### config.mk
export PLATFORM = sky130hd
export DESIGN_NAME = rom_port_arbiter
export DESIGN_NICKNAME = d
export VERILOG_FILES = /design/src/rtl/rom_arb_pkg.sv /design/src/rtl/rom_arb_prio.sv /design/src/rtl/rom_port_arbiter.sv
export SDC_FILE = /design/constraint.sdc
export NUM_CORES = 1
export LEC_CHECK = 0
export ABC_AREA = 1
export CAP_MARGIN = 20
export CORE_ASPECT_RATIO = 1.1
export CORE_MARGIN = 2
export CORE_UTILIZATION = 46
export CTS_CLUSTER_DIAMETER = 80
export DETAILED_ROUTE_END_ITERATION = 12
export PLACE_DENSITY = 0.87
export SLEW_MARGIN = 20
export SYNTH_ARGS = -nofsm -noshare
export SYNTH_HDL_FRONTEND = slang
export SYNTH_SLANG_ARGS = --single-unit
### constraint.sdc
create_clock -name mclk -period 2.9 [get_ports mclk]
set_input_delay 0.435 -clock mclk [delete_from_list [all_inputs] [get_ports mclk]]
set_output_delay 0.435 -clock mclk [all_outputs]
set_load 0.01 [all_outputs]
### src/rtl/rom_arb_pkg.sv
// Shared types and constants for the ROM port arbiter.
package rom_arb_pkg;

  localparam int ROM_ADDR_W = 24;
  localparam int ROM_DATA_W = 16;

  localparam logic P0 = 1'b0;
  localparam logic P1 = 1'b1;

  typedef enum logic [1:0] {
    ST_IDLE   = 2'd0,
    ST_ACCESS = 2'd1,
    ST_DONE   = 2'd2
  } state_e;

endpackage

### src/rtl/rom_arb_prio.sv
// Winner pick for the ROM arbiter; with ROM_ARB_STARVE_EN defined it also keeps
// the count of consecutive p0 grants made while p1 was waiting.
module rom_arb_prio
  import rom_arb_pkg::*;
#(
  parameter int STARVE_LIMIT = 3
) (
  input  logic mclk,
  input  logic rst_n,
  input  logic p0_req,
  input  logic p1_req,
  input  logic arb_en,
  output logic win
);

  if (STARVE_LIMIT < 1 || STARVE_LIMIT > 15) begin : g_bad_cfg
    $error("rom_arb_prio: STARVE_LIMIT must be in 1..15");
  end

`ifdef ROM_ARB_STARVE_EN
  localparam logic [3:0] LIMIT = 4'(STARVE_LIMIT);

  logic [3:0] starve_q, starve_d;

  always_comb begin
    win      = P0;
    starve_d = starve_q;
    if (p1_req && (!p0_req || starve_q == LIMIT)) begin
      win = P1;
    end
    // The count only moves when a grant is actually being made.
    if (arb_en) begin
      if (win == P1 || !p1_req) begin
        starve_d = '0;
      end else begin
        starve_d = starve_q + 4'd1;
      end
    end
  end

  always_ff @(posedge mclk or negedge rst_n) begin
    if (!rst_n) begin
      starve_q <= '0;
    end else begin
      starve_q <= starve_d;
    end
  end
`else
  logic unused_prio;
  assign unused_prio = ^{mclk, rst_n, arb_en, p1_req};

  always_comb begin
    win = p0_req ? P0 : P1;
  end
`endif

endmodule

### src/rtl/rom_port_arbiter.sv
// Two-port read arbiter sharing one ROM between the SNES mapper (p0) and a coprocessor (p1).
// Build option ROM_ARB_STARVE_EN enables the p1 starvation guard (see rom_arb_prio).
module rom_port_arbiter
  import rom_arb_pkg::*;
#(
  parameter int ACCESS_CYCLES = 4,
  parameter int STARVE_LIMIT  = 3
) (
  input  logic        mclk,
  input  logic        rst_n,
  input  logic        p0_req,
  input  logic [23:0] p0_addr,
  input  logic        p0_word,
  input  logic        p1_req,
  input  logic [23:0] p1_addr,
  input  logic        p1_word,
  output logic        p0_ack,
  output logic [15:0] p0_q,
  output logic        p1_ack,
  output logic [15:0] p1_q,
  output logic [23:0] rom_addr,
  output logic        rom_ce_n,
  output logic        rom_oe_n,
  output logic        rom_word,
  input  logic [15:0] rom_q,
  output logic        busy
);

  if (ACCESS_CYCLES < 1 || ACCESS_CYCLES > 15) begin : g_bad_cfg
    $error("rom_port_arbiter: ACCESS_CYCLES must be in 1..15");
  end

  localparam logic [3:0] CNT_LOAD = 4'(ACCESS_CYCLES - 1);

  state_e                  state_q, state_d;
  logic [3:0]              cnt_q, cnt_d;
  logic                    win_q, win_d;
  logic [ROM_ADDR_W-1:0]   rom_addr_q, rom_addr_d;
  logic                    rom_word_q, rom_word_d;
  logic                    strobe_n_q, strobe_n_d;
  logic                    p0_ack_q, p0_ack_d;
  logic                    p1_ack_q, p1_ack_d;
  logic [ROM_DATA_W-1:0]   p0_data_q, p0_data_d;
  logic [ROM_DATA_W-1:0]   p1_data_q, p1_data_d;
  logic                    busy_q, busy_d;

  logic arb_en;
  logic win_sel;

  assign arb_en = (state_q == ST_IDLE) && (p0_req || p1_req);

  rom_arb_prio #(
    .STARVE_LIMIT(STARVE_LIMIT)
  ) u_prio (
    .mclk   (mclk),
    .rst_n  (rst_n),
    .p0_req (p0_req),
    .p1_req (p1_req),
    .arb_en (arb_en),
    .win    (win_sel)
  );

  always_comb begin
    state_d    = state_q;
    cnt_d      = cnt_q;
    win_d      = win_q;
    rom_addr_d = rom_addr_q;
    rom_word_d = rom_word_q;
    strobe_n_d = strobe_n_q;
    p0_ack_d   = 1'b0;
    p1_ack_d   = 1'b0;
    p0_data_d  = p0_data_q;
    p1_data_d  = p1_data_q;
    busy_d     = busy_q;
    unique case (state_q)
      ST_IDLE: begin
        if (arb_en) begin
          win_d      = win_sel;
          rom_addr_d = (win_sel == P1) ? p1_addr : p0_addr;
          rom_word_d = (win_sel == P1) ? p1_word : p0_word;
          strobe_n_d = 1'b0;
          cnt_d      = CNT_LOAD;
          busy_d     = 1'b1;
          state_d    = ST_ACCESS;
        end
      end
      ST_ACCESS: begin
        if (cnt_q != 4'd0) begin
          cnt_d = cnt_q - 4'd1;
        end else begin
          // Data and ack are registered together so q is valid in the ack cycle.
          if (win_q == P1) begin
            p1_data_d = rom_q;
            p1_ack_d  = 1'b1;
          end else begin
            p0_data_d = rom_q;
            p0_ack_d  = 1'b1;
          end
          strobe_n_d = 1'b1;
          state_d    = ST_DONE;
        end
      end
      ST_DONE: begin
        busy_d  = 1'b0;
        state_d = ST_IDLE;
      end
      default: begin
        strobe_n_d = 1'b1;
        busy_d     = 1'b0;
        state_d    = ST_IDLE;
      end
    endcase
  end

  always_ff @(posedge mclk or negedge rst_n) begin
    if (!rst_n) begin
      state_q    <= ST_IDLE;
      cnt_q      <= '0;
      win_q      <= P0;
      rom_addr_q <= '0;
      rom_word_q <= 1'b0;
      strobe_n_q <= 1'b1;
      p0_ack_q   <= 1'b0;
      p1_ack_q   <= 1'b0;
      p0_data_q  <= '0;
      p1_data_q  <= '0;
      busy_q     <= 1'b0;
    end else begin
      state_q    <= state_d;
      cnt_q      <= cnt_d;
      win_q      <= win_d;
      rom_addr_q <= rom_addr_d;
      rom_word_q <= rom_word_d;
      strobe_n_q <= strobe_n_d;
      p0_ack_q   <= p0_ack_d;
      p1_ack_q   <= p1_ack_d;
      p0_data_q  <= p0_data_d;
      p1_data_q  <= p1_data_d;
      busy_q     <= busy_d;
    end
  end

  assign p0_ack   = p0_ack_q;
  assign p1_ack   = p1_ack_q;
  assign p0_q     = p0_data_q;
  assign p1_q     = p1_data_q;
  assign rom_addr = rom_addr_q;
  assign rom_word = rom_word_q;
  assign rom_ce_n = strobe_n_q;
  assign rom_oe_n = strobe_n_q;
  assign busy     = busy_q;

endmodule

== Word level (Yosys, flattened, before mapping) ==
Cells that the tools add are included.
Storage, ports and cells
  bits in registers: 68
  bits of input ports: 70
Operators by class
  $add $sub $neg: 1
  equality and inequality tests: 5
  mux-type cells: 20
  bitwise operators: 4
  reductions and logical operators: 12
Operators by type and width (number)
  two-way mux 24 bit: 1
  AND reduction 3 bit: 4
  two-way mux 1 bit: 11
  two-way mux 4 bit: 2
  case mux 4 bit (2 select lines): 1
  != test 2 bit (second input constant): 3
  AND reduction 2 bit: 3
  two-way mux 2 bit: 2
  inverter 1 bit: 4
  case mux 2 bit (2 select lines): 1
  nonzero test 4 bit: 1
  subtractor 4 x 1 -> 4 bit (second input constant): 1
  case mux 1 bit (3 select lines): 1
  equality test 2 x 1 -> 1 bit (second input constant): 1
  equality test 2 bit (second input constant): 1
  zero test 2 bit: 1
  case mux 1 bit (2 select lines): 1
  nonzero test 2 bit: 1
  logical AND 1 bit: 1
  logical OR 1 bit: 1

== Longest topological paths before layout ==
  depth in word-level cells: 4
  depth in mapped cells: 8

== Cells and area by module ==
Synthesis repeated with hierarchy kept, for this count alone.
Unflattened totals
  cells, all modules: 311
  area, all modules: 3148.0 um^2
By module, submodules not included
  rom_port_arbiter: instances 1, cells each 310, area an instance 3144.3 um^2, sequential area each 1702.9 um^2
  rom_arb_prio: instances 1, cells each 1, area an instance 3.8 um^2, sequential area each 0.0 um^2

== Worst setup path before layout ==
No wires, ideal clock.
  path kind: register to register
  from: reg cnt_q[0]
  to: reg p1_data_q[10] (netlist: p1_q[10])
  library setup time: 0.117 ns
  arrival: 1.267 ns
  path slack: 1.516 ns
  cell stages (with the launch flop): 9
  path buffers: 1
  clock period less this slack: 1.384 ns
  cells stage by stage: dfrtp_1 inv_1 ha_1 nand2_2 nor2_8 nand3_4 buf_6 nand2_1 nand2_1
Between the ends
  cells in the longest elaborated chain, start to end: 3
Ends and longest elaborated chain
  start, declared: line rom_port_arbiter.sv:36  | logic [3:0] cnt_q, cnt_d;
  start signal, assigned: line rom_port_arbiter.sv:130  | cnt_q <= cnt_d;
  nonzero test 4 bit: line rom_port_arbiter.sv:88  | if (cnt_q != 4'd0) begin
  inverter 1 bit (no line)
  AND reduction 3 bit (no line)
  end signal, assigned: line rom_port_arbiter.sv:138  | p1_data_q <= p1_data_d;
  end, declared: line rom_port_arbiter.sv:44  | logic [ROM_DATA_W-1:0] p1_data_q, p1_data_d;
No other way between the ends.
A chain may end at the register's enable or synchronous reset.

== Worst setup path in the final report ==
  from: reg cnt_q[0]
  to: reg p1_data_q[6] (netlist: p1_q[6])
The elaborated chain is that of the path after synthesis.

==> run_summary.xml <==
<?xml version="1.0" encoding="UTF-8"?>
<metrics>
  <group name="timing">
    <metric name="tcrit_tclk_final" unit="%">64.5</metric>
    <metric name="final.setup_skew" unit="ns">0.00909</metric>
    <metric name="timing.final.hold_violations" unit="">0</metric>
    <metric name="finalSetupViolations" unit="">0</metric>
    <metric name="fmaxAchievable" unit="MHz">535</metric>
    <metric name="period_minus_slack" unit="ns">1.87</metric>
    <metric name="worst_slew_margin_rel" unit="%">51.2</metric>
    <metric name="report.final.slew_viol_count" unit="">0</metric>
    <metric name="timing_worst_slew_pin_value" unit="ns">0.732</metric>
    <metric name="setup_total_negative_slack" unit="ns">0</metric>
    <metric name="fin_hold_ws" unit="ns">0.162</metric>
    <metric name="rsz0062_at_grt" unit="">false</metric>
  </group>
  <group name="finish">
    <metric name="multiInputGateArea" unit="mm2">0.00119</metric>
    <metric name="drive_gt1_share" unit="%">6.33</metric>
    <metric name="area_grow_syn2layout" unit="%">48.0</metric>
    <metric name="insertedDiodeCount" unit="">0</metric>
    <metric name="fillers" unit="">502</metric>
    <metric name="instances_no_fill" unit="">603</metric>
    <metric name="finish.net_count" unit="">588</metric>
    <metric name="area_taken_by_flip_flops_and_latches" unit="mm2">0.00170</metric>
    <metric name="fin_util" unit="%">70.8</metric>
  </group>
  <group name="synthesis">
    <metric name="post_synth_fa_ha_maj_area_fraction" unit="%">0.789</metric>
    <metric name="simple_gate_share_of_the_synthesized_area" unit="%">32.0</metric>
    <metric name="synth_compound_area_share" unit="%">4.77</metric>
    <metric name="syn_avg_cell_area" unit="um2">8.09</metric>
    <metric name="part_of_the_yosys_area_used_for_sequential_elements" unit="%">53.7</metric>
    <metric name="synth_largest_area_cell" unit="">sky130_fd_sc_hd__dfrtp_1</metric>
    <metric name="synth_cells" unit="">392</metric>
    <metric name="synth_top_family_by_area" unit="">simple AND/OR/NAND/NOR gates</metric>
    <metric name="ys_types" unit="">19</metric>
    <metric name="synthMuxAreaShare" unit="%">0</metric>
    <metric name="syn-num-nets" unit="">464</metric>
    <metric name="synth_top_cells_by_area" unit="">sky130_fd_sc_hd__dfrtp_1 (53%), sky130_fd_sc_hd__nand2_1 (22%), sky130_fd_sc_hd__nand4_1 (6.3%)</metric>
    <metric name="post_synth_instance_area" unit="mm2">0.00317</metric>
    <metric name="yosys.area.top_type_share" unit="%">52.9</metric>
    <metric name="post_synth_xor_area_fraction" unit="%">0</metric>
    <metric name="yosys_warnings" unit="">0</metric>
    <metric name="ys_ff_latch" unit="">68</metric>
  </group>
  <group name="run">
    <metric name="max_cap_violations" unit="">0</metric>
  </group>
  <group name="global_routing">
    <metric name="largest_net_degree_at_the_start_of_global_routing" unit="">52</metric>
    <metric name="grt_antenna_before_repair" unit="">0</metric>
    <metric name="globalRouteTotalUtil" unit="%">20.8</metric>
    <metric name="global_route.overflow_total" unit="">0</metric>
    <metric name="grt_first_pass_wirelength" unit="mm">12.7</metric>
    <metric name="number_of_global_route_vias_before_repair" unit="">2735</metric>
  </group>
  <group name="critical_path">
    <metric name="timing.reg2reg.worst_path_depth" unit="">7</metric>
    <metric name="cp-startpoint" unit="">cnt_q[0]$_DFFE_PN0P_</metric>
    <metric name="worst_setup_path_end_kind" unit="">register</metric>
    <metric name="critical_path.startpoint_type" unit="">register</metric>
    <metric name="crit_path_end" unit="">p1_q[6]$_DFFE_PN0P_</metric>
    <metric name="worstReg2RegStart" unit="">cnt_q[0]$_DFFE_PN0P_</metric>
    <metric name="reg2reg_slack" unit="ns">1.03</metric>
    <metric name="critical_path_required" unit="ns">3.11</metric>
    <metric name="timing_worst_setup_path_type" unit="">reg -&gt; reg</metric>
    <metric name="timing.critical_path.arrival" unit="ns">2.08</metric>
    <metric name="reg2reg_capture_point" unit="">p1_q[6]$_DFFE_PN0P_</metric>
    <metric name="crit_path_max_fanout" unit="">35</metric>
  </group>
  <group name="detailed_routing">
    <metric name="dr.first_iter.drc_count" unit="">146</metric>
    <metric name="dr_total_vias" unit="">2968</metric>
    <metric name="detail_route.drc_violations" unit="">0</metric>
    <metric name="routed_wire_length_per_instance" unit="um">12.7</metric>
    <metric name="wirelength" unit="mm">7.65</metric>
    <metric name="antenna_left" unit="">0</metric>
    <metric name="dr_pass1_iterations" unit="">4</metric>
    <metric name="drt-vias-per-instance" unit="">4.92</metric>
  </group>
  <group name="die">
    <metric name="core_box_area" unit="mm2">0.00663</metric>
    <metric name="io_pins" unit="">132</metric>
    <metric name="chipHeight" unit="um">91.1</metric>
    <metric name="die_x" unit="um">83.2</metric>
    <metric name="fp.dieArea" unit="mm2">0.00758</metric>
    <metric name="floorplan.rows" unit="">31</metric>
    <metric name="start_util" unit="%">47.8</metric>
  </group>
  <group name="clock_network">
    <metric name="cts_tree" unit="">yes</metric>
    <metric name="hold_buffers" unit="">0</metric>
    <metric name="clock-sinks" unit="">68</metric>
    <metric name="cts-root-to-sink-buffers" unit="">2</metric>
    <metric name="clock_edge_transition_at_the_registers_on_the_reported_setup_and_hold_paths" unit="ns">0.07</metric>
    <metric name="cts.repair.resized" unit="">0</metric>
    <metric name="cts_buffers" unit="">9</metric>
    <metric name="cts-htree-levels" unit="">3</metric>
    <metric name="cts_setup_buffers" unit="">0</metric>
    <metric name="clk-insertion-delay-late" unit="ns">0.33</metric>
    <metric name="cts-root-buf" unit="">sky130_fd_sc_hd__clkbuf_8</metric>
  </group>
  <group name="placement">
    <metric name="placement.io_buffers" unit="">131</metric>
    <metric name="globalplace.congestion" unit="">0.788</metric>
    <metric name="numPlacedInstances" unit="">587</metric>
    <metric name="place_hpwl" unit="mm">5.65</metric>
  </group>
  <group name="pwr">
    <metric name="power.leakage" unit="nW">2.36</metric>
    <metric name="report.power.total" unit="mW">4.82</metric>
    <metric name="p_per_area" unit="mW/mm2">1030</metric>
    <metric name="irDropWorstVdd" unit="mV">0.561</metric>
  </group>
  <group name="worst_hold_path">
    <metric name="timing.hold.worst.class" unit="">in -&gt; async</metric>
  </group>
  <group name="outcome">
    <metric name="outcome" unit="">finished, final reports clean</metric>
  </group>
</metrics>
[area by class of cell]
class	instances	area share (%)
Clock buffer	9	2.64
Clock inverter	7	1.95
Inverter	37	2.96
Multi-Input combinational cell	264	25.4
Sequential cell	68	36.3
Tap cell	82	2.19
Timing Repair Buffer	136	28.6
[cells in the final DEF, fill, tap and decap left out]
master | synthesis | final
sky130_fd_sc_hd__clkinv_4 | 0 | 1
sky130_fd_sc_hd__dfrtp_1 | 67 | 67
sky130_fd_sc_hd__nor2_8 | 1 | 1
sky130_fd_sc_hd__nand2_1 | 188 | 188
sky130_fd_sc_hd__nand4_1 | 32 | 32
sky130_fd_sc_hd__nand3_4 | 2 | 2
sky130_fd_sc_hd__buf_2 | 10 | 1
sky130_fd_sc_hd__clkbuf_8 | 0 | 9
sky130_fd_sc_hd__clkdlybuf4s50_1 | 0 | 130
sky130_fd_sc_hd__nor2_1 | 4 | 4
sky130_fd_sc_hd__inv_1 | 33 | 33
sky130_fd_sc_hd__nand2_2 | 2 | 2
sky130_fd_sc_hd__inv_2 | 4 | 4
sky130_fd_sc_hd__o21ai_4 | 1 | 1
sky130_fd_sc_hd__nand3_1 | 5 | 5
sky130_fd_sc_hd__ha_1 | 2 | 2
sky130_fd_sc_hd__buf_4 | 7 | 5
sky130_fd_sc_hd__dfstp_2 | 1 | 1
sky130_fd_sc_hd__clkinv_2 | 0 | 3
sky130_fd_sc_hd__clkinvlp_4 | 0 | 1
sky130_fd_sc_hd__bufinv_16 | 0 | 2
sky130_fd_sc_hd__a21oi_1 | 1 | 1
sky130_fd_sc_hd__o21ai_0 | 26 | 26
[per-layer routing]
metal	global-route usage [%]	vias up	routed length (um)
li1	-	1477	-
met1	26.1	1328	3270
met2	33.3	156	3500
met3	8.73	7	811
met4	5.46	0	69
met5	0	-	0
[worst min path at each step]
| stage | startpoint | to | slack [ns] | cells after the start |
|---|---|---|---|---|
| global route | rst_n | p0_q[3]$_DFFE_PN0P_ | 0.20 | 1 |
| detailed placement | p1_q[2]$_DFFE_PN0P_ | p1_q[2]$_DFFE_PN0P_ | 0.46 | 2 |
| CTS | rst_n | cnt_q[2]$_DFFE_PN0P_ | 0.18 | 1 |
| finish | rst_n | p0_q[3]$_DFFE_PN0P_ | 0.16 | 1 |
| global placement | p0_q[8]$_DFFE_PN0P_ | p0_q[8]$_DFFE_PN0P_ | 0.45 | 2 |
| floorplan | rst_n | busy$_DFFE_PN0P_ | 0.14 | 0 |
[report_power, final]
| group | internal (mW) | total (mW) | switching [mW] |
|---|---|---|---|
| clock network | 0.481 | 0.825 | 0.345 |
| registers | 1.41 | 1.69 | 0.275 |
| logic | 1.09 | 2.31 | 1.22 |
[cells in the mapped netlist]
library cell / n
sky130_fd_sc_hd__o21ai_4: 1
sky130_fd_sc_hd__buf_2: 10
sky130_fd_sc_hd__buf_4: 7
sky130_fd_sc_hd__inv_2: 4
sky130_fd_sc_hd__buf_6: 2
sky130_fd_sc_hd__nand2_2: 2
sky130_fd_sc_hd__nor2_8: 1
sky130_fd_sc_hd__dfrtp_1: 67
sky130_fd_sc_hd__o21ai_0: 26
sky130_fd_sc_hd__nand2_1: 188
sky130_fd_sc_hd__nor2_1: 4
sky130_fd_sc_hd__inv_1: 33
sky130_fd_sc_hd__clkbuf_1: 4
sky130_fd_sc_hd__dfstp_2: 1
sky130_fd_sc_hd__nand3_1: 5
sky130_fd_sc_hd__nand3_4: 2
sky130_fd_sc_hd__nand4_1: 32
sky130_fd_sc_hd__ha_1: 2
sky130_fd_sc_hd__a21oi_1: 1
[through the flow]
| step | setup slack [ns] | cell area (um2) |
|---|---|---|
| 3_5_place_dp | 0.870 | 4480 |
| 4_1_cts | 1.02 | 4690 |
| 5_1_grt | 0.832 | 4690 |
| 6_report | 1.03 | 4690 |
| 3_3_place_gp | 0.954 | 4480 |
| 2_1_floorplan | 1.52 | 3170 |
[registers in the layout (all words and copies together), names as in the netlist]
register  cells
busy          1
cnt_q         4
p0_ack        1
p0_q         16
p1_ack        1
p1_q         16
rom_addr     24
rom_ce_n      1
rom_word      1
state_q       2
win_q         1
[critical path, cell delays in order, from the launching register on]
cell                      delay [ns]
sky130_fd_sc_hd__dfrtp_1        0.39
sky130_fd_sc_hd__inv_1          0.14
sky130_fd_sc_hd__ha_1           0.22
sky130_fd_sc_hd__nand2_2        0.10
sky130_fd_sc_hd__nor2_8         0.38
sky130_fd_sc_hd__nand3_4        0.31
sky130_fd_sc_hd__nand2_1        0.14
sky130_fd_sc_hd__nand2_1        0.06
[cell families (layout without fill, tap and decap cells)]
family          Yosys count  in the layout
buf+inv                  60            189
fa+ha+maj                 2              2
simple gates            234            234
flops                    68             68
compound gates           28             28
(Power assumes the default switching activity.)
